**src/rtl/gf180mcu_fd_sc_mcu9t5v0__seq_pkg.sv**
```systemverilog
// Shared definitions for the behavioural models of the sequential cells.
//   sel_e       : next-state select encoding (hold / load / shift).
//   encode_sel  : packs the scan enable and load enable into a select word.
//   x_merge     : per-bit two-way select that merges candidates under an
//                 unknown select (agreeing bits keep their value, others go X).
package gf180mcu_fd_sc_mcu9t5v0__seq_pkg;

  // Bit 1 means shift and bit 0 means load. Bit 0 only matters when bit 1
  // is clear, so 2'b11 also decodes as a shift.
  typedef enum logic [1:0] {
    SEL_HOLD  = 2'b00,
    SEL_LOAD  = 2'b01,
    SEL_SHIFT = 2'b10
  } sel_e;

  localparam int SEL_LOAD_BIT  = 0;
  localparam int SEL_SHIFT_BIT = 1;

  // The raw enables are kept instead of masking load with ~se. If se is
  // unknown, the merge then happens only between the two real candidates:
  // load-or-hold and shift.
  function automatic logic [1:0] encode_sel(input logic se, input logic en);
    return {se, en};
  endfunction

  // A conditional with an unknown select gives a when a == b and X
  // otherwise. That is exactly the unknown-control rule of the cell models.
  function automatic logic x_merge(input logic s, input logic a, input logic b);
    return s ? b : a;
  endfunction

endpackage

```
**src/rtl/gf180mcu_fd_sc_mcu9t5v0__sdffq_chain.sv**
```systemverilog
// One mux-scan chain of L flops with load enable and async active-high reset.
//   CLK, RST  : rising-edge clock, asynchronous active-high reset.
//   EN, D     : functional load enable and data (L bits).
//   SE, SI    : scan enable (priority over EN) and serial scan input.
//   Q         : flop state; Q[0] is the chain head and Q[L-1] is the tail.
//   SO        : scan output, which is the tail flop.
module gf180mcu_fd_sc_mcu9t5v0__sdffq_chain
  import gf180mcu_fd_sc_mcu9t5v0__seq_pkg::*;
#(
  parameter int             L         = 4,
  parameter logic [L-1:0]   RESET_VAL = '0
) (
  input  logic         CLK,
  input  logic         RST,
  input  logic         EN,
  input  logic         SE,
  input  logic         SI,
  input  logic [L-1:0] D,
  output logic [L-1:0] Q,
  output logic         SO
);

  logic [L-1:0] shifted;
  logic [L-1:0] nxt;
  logic [1:0]   sel;

  // Shift toward the tail: the head takes SI and each bit takes its neighbour.
  generate
    if (L == 1) begin : g_single
      assign shifted = SI;
    end else begin : g_multi
      assign shifted = {Q[L-2:0], SI};
    end
  endgenerate

  assign sel = encode_sel(SE, EN);

  always_comb begin
    nxt = Q;
    for (int i = 0; i < L; i++) begin
      nxt[i] = x_merge(sel[SEL_SHIFT_BIT],
                       x_merge(sel[SEL_LOAD_BIT], Q[i], D[i]),
                       shifted[i]);
    end
  end

  // NOTE: state is updated with non-blocking assignments only. Every flop
  // then samples the pre-edge value of its neighbour, and that is what makes
  // the shift a true shift rather than a ripple through the whole chain.
  always_ff @(posedge CLK or posedge RST) begin
    if (RST) Q <= RESET_VAL;
    else     Q <= nxt;
  end

  assign SO = Q[L-1];

endmodule

```
**src/rtl/gf180mcu_fd_sc_mcu9t5v0__sdffq_bank.sv**
```systemverilog
// Parametrised multi-bit scan flip-flop bank, arranged as CHAINS equal chains.
//   CLK, RST  : rising-edge clock, asynchronous active-high reset.
//   EN, D     : functional load enable and WIDTH-bit data.
//   SE, SI    : scan enable (priority over EN), one scan-in bit per chain.
//   Q         : WIDTH-bit state. Chain c owns bits c*L (head) to c*L+L-1 (tail).
//   SO        : one scan-out bit per chain, equal to that chain's tail bit.
//   VDD, VSS  : power pins, only when USE_POWER_PINS is defined; no function.
module gf180mcu_fd_sc_mcu9t5v0__sdffq_bank #(
  parameter int               WIDTH     = 8,
  parameter int               CHAINS    = 1,
  parameter logic [WIDTH-1:0] RESET_VAL = {WIDTH{1'b0}}
) (
`ifdef USE_POWER_PINS
  inout  wire               VDD,
  inout  wire               VSS,
`endif
  input  logic              CLK,
  input  logic              RST,
  input  logic              EN,
  input  logic [WIDTH-1:0]  D,
  input  logic              SE,
  input  logic [CHAINS-1:0] SI,
  output logic [WIDTH-1:0]  Q,
  output logic [CHAINS-1:0] SO
);

  // The guard keeps the division legal long enough for the config check
  // below to report the real problem.
  localparam int L = WIDTH / ((CHAINS < 1) ? 1 : CHAINS);

  generate
    if (WIDTH < 1 || CHAINS < 1 || (WIDTH % CHAINS) != 0) begin : g_bad_cfg
      $error("sdffq_bank: WIDTH must be >= 1 and a multiple of CHAINS");
    end

    for (genvar c = 0; c < CHAINS; c++) begin : g_chain
      gf180mcu_fd_sc_mcu9t5v0__sdffq_chain #(
        .L         (L),
        .RESET_VAL (RESET_VAL[c*L +: L])
      ) u_chain (
        .CLK (CLK),
        .RST (RST),
        .EN  (EN),
        .SE  (SE),
        .SI  (SI[c]),
        .D   (D[c*L +: L]),
        .Q   (Q[c*L +: L]),
        .SO  (SO[c])
      );
    end
  endgenerate

endmodule

```
**config.mk**
```make
export PLATFORM = sky130hd
export DESIGN_NAME = gf180mcu_fd_sc_mcu9t5v0__sdffq_bank
export DESIGN_NICKNAME = d
export VERILOG_FILES = /design/src/rtl/gf180mcu_fd_sc_mcu9t5v0__seq_pkg.sv /design/src/rtl/gf180mcu_fd_sc_mcu9t5v0__sdffq_chain.sv /design/src/rtl/gf180mcu_fd_sc_mcu9t5v0__sdffq_bank.sv
export SDC_FILE = /design/constraint.sdc
export NUM_CORES = 1
export LEC_CHECK = 0
export CORE_AREA = 2 2 39 41
export DETAILED_ROUTE_END_ITERATION = 7
export DIE_AREA = 0 0 41 43
export GPL_TIMING_DRIVEN = 1
export PLACE_DENSITY = 0.66
export SYNTH_ARGS = -nofsm -noshare
export SYNTH_HDL_FRONTEND = slang
export SYNTH_HIERARCHICAL = 1
export SYNTH_SLANG_ARGS = --single-unit
export TNS_END_PERCENT = 10
```
**constraint.sdc**
```tcl
create_clock -name CLK -period 0.93 [get_ports CLK]
set_input_delay 0.186 -clock CLK [delete_from_list [all_inputs] [get_ports CLK]]
set_output_delay 0.186 -clock CLK [all_outputs]
set_load 0.01 [all_outputs]
```
==> results of run 1 <==
-- routing by layer --
layer	share of wire, %	vias up	track usage (%)
met4	1.3	0	10.0
met1	43	153	15.2
met5	0	-	0
li1	-	188	-
met3	8.1	2	4.71
met2	48	13	19.7
-- cells in the final DEF, fill, tap and decap left out --
| cell type | Yosys | final |
|---|---|---|
| buf_2 | 0 | 7 |
| buf_4 | 1 | 10 |
| buf_6 | 2 | 3 |
| clkbuf_4 | 0 | 3 |
| clkdlybuf4s50_1 | 0 | 11 |
| dfrtp_1 | 8 | 8 |
| dlymetal6s2s_1 | 0 | 1 |
| inv_1 | 1 | 1 |
| mux2i_1 | 8 | 7 |
| mux2i_2 | 0 | 1 |
| nand2_1 | 8 | 8 |
| o21ai_1 | 8 | 8 |
-- through the flow --
| step | total power [mW] | utilization, % |
|---|---|---|
| after global placement | 0.743 | 47.6 |
| after detailed placement | 0.748 | 47.6 |
| final | 0.977 | 48.2 |
| after CTS | 0.977 | 46.6 |
| after floorplan | 0.537 | - |
| after global routing | 1.04 | 48.2 |
-- cell type report --
class / instances / share of cell area (%)
Inverter: 1 / 0.563
Clock buffer: 3 / 3.38
Timing Repair Buffer: 32 / 40.0
Sequential cell: 8 / 30.0
Multi-Input combinational cell: 24 / 23.1
Tap cell: 16 / 3.00
-- kinds of logic after synthesis --
| family | synth area share [%] |
|---|---|
| AOI/OAI and AO/OA | 10.4 |
| buffers and inverters | 8.79 |
| DFF | 52.1 |
| muxes | 20.8 |
| and+or+nand+nor | 7.82 |
-- timing repair --
| action | in CTS | in global routing |
|---|---|---|
| endpoints found under the hold margin | 0 | 0 |
| buffers inserted | 1 | 0 |
| setup endpoints to repair | 16 | 17 |
| gates resized for setup | 36 | 5 |
-- report_power, final --
group          switching [mW]  total, mW  leakage (nW)  internal (mW)
clock                   0.111      0.259        0.0138          0.147
combinational           0.121      0.302         0.230          0.182
sequential             0.0250      0.416        0.0987          0.391
total                   0.257      0.977         0.342          0.720
-- worst paths after layout --
check                                                     from                             endpoint  cells after the start
min reg2reg                g_chain[0].u_chain/Q[5]$_DFFE_PP0P_  g_chain[0].u_chain/Q[6]$_DFFE_PP0P_                      3
max reg2reg                g_chain[0].u_chain/Q[3]$_DFFE_PP0P_  g_chain[0].u_chain/Q[3]$_DFFE_PP0P_                      3
min                                                        RST  g_chain[0].u_chain/Q[1]$_DFFE_PP0P_                      2
max in group asynchronous                                  RST  g_chain[0].u_chain/Q[6]$_DFFE_PP0P_                      2
min in group CLK                                            EN  g_chain[0].u_chain/Q[0]$_DFFE_PP0P_                      4
max                        g_chain[0].u_chain/Q[3]$_DFFE_PP0P_                                 Q[3]                      1
==> flow_summary.yaml, run 1 <==
run_status:
  status: "finished with violations"
  violations: "negative setup slack"
floorplan:
  die_y_um: 43
  fp-row-count: 14
  die_w_um: 41
  io_pins: 22
  core-area_um2: 1380
  dieArea_um2: 1760
  start_util_pct: 27.8
timing:
  worstMarginPinSlew_ns: 0.309
  rsz0062_at_grt: "yes"
  setup_tns_ns: -0.168
  finalHoldViolations: 0
  period_share_pct: 104
  setup_violations: 9
  fin_skew_ns: 0.00209
  fmax_mhz: 1040
  final_max_slew_viol_count: 0
  fin_crit_ns: 0.964
  layout_setup_ws_ns: -0.0338
  hold_ws_ns: 0.185
  slew_headroom_pct: 79.4
cts:
  htree_levels: 1
  clkLatencyLatePin_ns: 0.25
  cts_tree: "yes"
  clock_path_buffers: 2
  clk_pin_slew_worst_paths_ns: 0.05
  root_buffer: "clkbuf_4"
  cts_buffers: 3
  clock-sinks: 8
  ctsHoldBuffers: 0
detailed_routing:
  num_vias: 356
  drtIter0Drc: 1
  drc_errors: 0
  viasPerCell: 4.24
  antenna_left: 0
  drt_pre_antenna_iters: 2
  drt-wirelength-per-cell_um: 11.2
  wl_um: 942
grt:
  grt_pass1_vias: 349
  grt_remaining_overflow: 0
  grt_max_degree: 10
  antenna_found_initial: 0
  grt_first_pass_wirelength_um: 1500
  grt_usage_pct: 13.5
synthesis:
  syn_area_um2: 384
  synth_warnings: 6
  synthCells: 36
  synth_commonest_cells: "dfrtp_1, mux2i_1, nand2_1, o21ai_1, buf_6"
  seq_area_frac_synth_pct: 52.1
  synth_flop_cell: "dfrtp_1"
  yosys.area.top_type: "dfrtp_1"
  ys_ff_latch: 8
  synth-edff-count: 0
  synth_top_area_share_pct: 52.1
  synthTopCellsByArea: "dfrtp_1, mux2i_1, o21ai_1"
  synth_cell_types: 7
  synth_async_sr_flop_share_pct: 100
  synth.avg_cell_area_um2: 10.7
  synth_nets: 49
worst_hold_path:
  hp-class: "in2async"
place:
  dpl.hpwl_um: 741
  dp.cells: 80
  placed_area_um2: 659
  globalplace.congestion: 0.689
  io_buffers: 21
  pre_cts_slack_ns: -0.307
critical_path:
  critPathRequiredTime_ns: 0.74
  crit_slowest_cell: "dfrtp_1"
  cp-start-kind: "flop"
  worstPathCellList: "buf_2"
  critPathBufInv: 1
  max_stage_delay_ns: 0.39
  arrival_ns: 0.78
  reg2reg_slack_ns: 0.05
  critPathCaptureType: "output port"
  crit_family: "flip-flops"
  path_max_fanout: 2
  crit_type: "reg2out"
cells_and_area:
  final_area_um2: 667
  largest_reg_flops: 8
  multi_input_area_um2: 154
  regArea_um2: 200
  antenna_cells: 0
  nFillCells: 142
  synthToLayoutAreaGrowth_pct: 73.6
  drive_gt1_share_pct: 35.3
  largest_register: "g_chain.u_chain/Q"
  reg.largest.list: "g_chain.u_chain/Q: 8 flops"
  layoutNonFillerInstCount: 84
  nets: 83
power:
  max-vdd-ir-drop_v: 0.000596
  power.leakage_nw: 0.342
  cellPowerDensity_nw_per_um2: 1460
run:
  maxCapViolCount: 0
Note: power is estimated with default switching activity, not from simulation.
==> run 2, diff against run 1 <==
Settings changed: PLACE_DENSITY 0.66 to 0.75.
==> run 2 against run 1 <==
The run still ends with negative setup slack left. Clock-buffer cell count unchanged. Via count decreased by 1.4%. Die area unchanged. Critical endpoint is now Q[5].
==> flow_summary.yaml, run 2 (synthesis gave the netlist of run 1 again) <==
critical_path:
  cp-start-kind: "flop"
  crit_family: "flip-flops"
  critPathBufInv: 1
  critPathCaptureType: "output port"
  crit_slowest_cell: "dfrtp_1"
  critPathRequiredTime_ns: 0.74
  crit_type: "reg2out"
  max_stage_delay_ns: 0.39
  path_max_fanout: 3
  worstPathCellList: "buf_2"
  arrival_ns: 0.80
timing:
  setup_tns_ns: -0.266
  fin_skew_ns: 0.00215
  fmax_mhz: 1010
  layout_setup_ws_ns: -0.0556
  final_max_slew_viol_count: 0
  fin_crit_ns: 0.986
  worstMarginPinSlew_ns: 0.317
  setup_violations: 9
  finalHoldViolations: 0
  rsz0062_at_grt: "yes"
  period_share_pct: 106
  slew_headroom_pct: 78.9
power:
  pwr-share-seq_pct: 42.6
  max-vdd-ir-drop_v: 0.000615
  p_total_mw: 0.972
  p_comb_share_pct: 29.1
  p_clk_share_pct: 28.3
  power.leakage_nw: 0.332
  intPower_mw: 0.706
  swShare_pct: 27.3
  p_switching_mw: 0.265
  cellPowerDensity_nw_per_um2: 1500
floorplan:
  io_pins: 22
  die_w_um: 41
  dieArea_um2: 1760
  core-area_um2: 1380
  die_y_um: 43
  fp-row-count: 14
  start_util_pct: 27.8
cts:
  clk_pin_slew_worst_paths_ns: 0.06
  htree_levels: 1
  cts_tree: "yes"
  clkLatencyLatePin_ns: 0.26
  clock-sinks: 8
  ctsHoldBuffers: 0
  cts_buffers: 3
  root_buffer: "clkbuf_4"
  clock_path_buffers: 2
cells_and_area:
  largest_register: "g_chain.u_chain/Q"
  synthToLayoutAreaGrowth_pct: 68.7
  nFillCells: 152
  drive_gt1_share_pct: 32.8
  largest_reg_flops: 8
  utilization_pct: 46.8
  final_common_cell: "clkdlybuf4s50_1"
  nets: 82
  antenna_cells: 0
  final_cell_mix: "clkdlybuf4s50_1, buf_4, buf_2"
  reg.largest.list: "g_chain.u_chain/Q: 8 flops"
run_status:
  violations: "negative setup slack"
  status: "finished with violations"
detailed_routing:
  wl_um: 897
  drt_pre_antenna_iters: 4
  drt-wirelength-per-cell_um: 10.8
  antenna_left: 0
  drtIter0Drc: 9
  viasPerCell: 4.23
  drc_errors: 0
  num_vias: 351
grt:
  grt_remaining_overflow: 0
  grt_usage_pct: 12.0
  grt_pass1_vias: 349
  grt_first_pass_wirelength_um: 1380
  grt_max_degree: 9
  antenna_found_initial: 0
worst_hold_path:
  hp-class: "in2async"
place:
  globalplace.congestion: 0.678
  dpl.hpwl_um: 679
  io_buffers: 21
run:
  maxCapViolCount: 0
run 2: cell types whose count changed in the layout (fill, tap and decap cells not counted), sizes merged:
cell          before  now
buf               20   19
dlygate4sd2        0    1
dlymetal6s2s       1    0
run 2: metrics by stage:
| stage | instances | hold WS [ns] | setup slack [ns] | area (um2) |
|---|---|---|---|---|
| final | 83 | 0.180 | -0.0556 | 648 |
| after global routing | 83 | 0.216 | -0.0860 | 648 |
| after CTS | 83 | 0.196 | -0.0618 | 648 |
| after detailed placement | 78 | 0.465 | -0.310 | 657 |
| after global placement | 78 | 0.457 | -0.285 | 657 |
| after floorplan | 36 | 0.00166 | 0.192 | 384 |
run 2: cell type report:
cell class              instances  area, um2  share of cell area [%]
flip-flops and latches          8        200                    30.9
inverters                       1       3.75                   0.579
well taps                      16       20.0                    3.09
repair buffers                 31        251                    38.8
multi-input cells              24        150                    23.2
clock buffers                   3       22.5                    3.47
run 2: worst paths after layout:
| kind | from | endpoint | slack, ns | cells past startpoint |
|---|---|---|---|---|
| max | g_chain[0].u_chain/Q[5]$_DFFE_PP0P_ | Q[5] | -0.06 | 1 |
| min | RST | g_chain[0].u_chain/Q[5]$_DFFE_PP0P_ | 0.18 | 2 |
| max reg2reg | g_chain[0].u_chain/Q[7]$_DFFE_PP0P_ | g_chain[0].u_chain/Q[7]$_DFFE_PP0P_ | 0.01 | 4 |
| min reg2reg | g_chain[0].u_chain/Q[6]$_DFFE_PP0P_ | g_chain[0].u_chain/Q[7]$_DFFE_PP0P_ | 0.51 | 2 |
| max in group asynchronous | RST | g_chain[0].u_chain/Q[4]$_DFFE_PP0P_ | 0.51 | 2 |
| min in group CLK | SI | g_chain[0].u_chain/Q[0]$_DFFE_PP0P_ | 0.50 | 3 |
run 2: timing repair:
item | in CTS | in global routing
resized for setup | 37 | 0
setup endpoints to repair | 17 | 10
setup buffers | 2 | 0
run 2: power groups by stage:
stage          logic (mW)  registers [mW]  clock network, mW
2_1_floorplan      0.0915           0.446                  0
3_3_place_gp        0.312           0.424                  0
3_5_place_dp        0.317           0.424                  0
4_1_cts             0.288           0.415              0.280
5_1_grt             0.311           0.421              0.294
6_report            0.283           0.414              0.275
run 2: layer usage:
metal,up-vias,routed length (um),track usage (%)
li1,184,-,-
met3,2,83,3.14
met1,151,376,14.0
met5,-,0,0
met2,14,424,18.1
met4,0,11,8.00
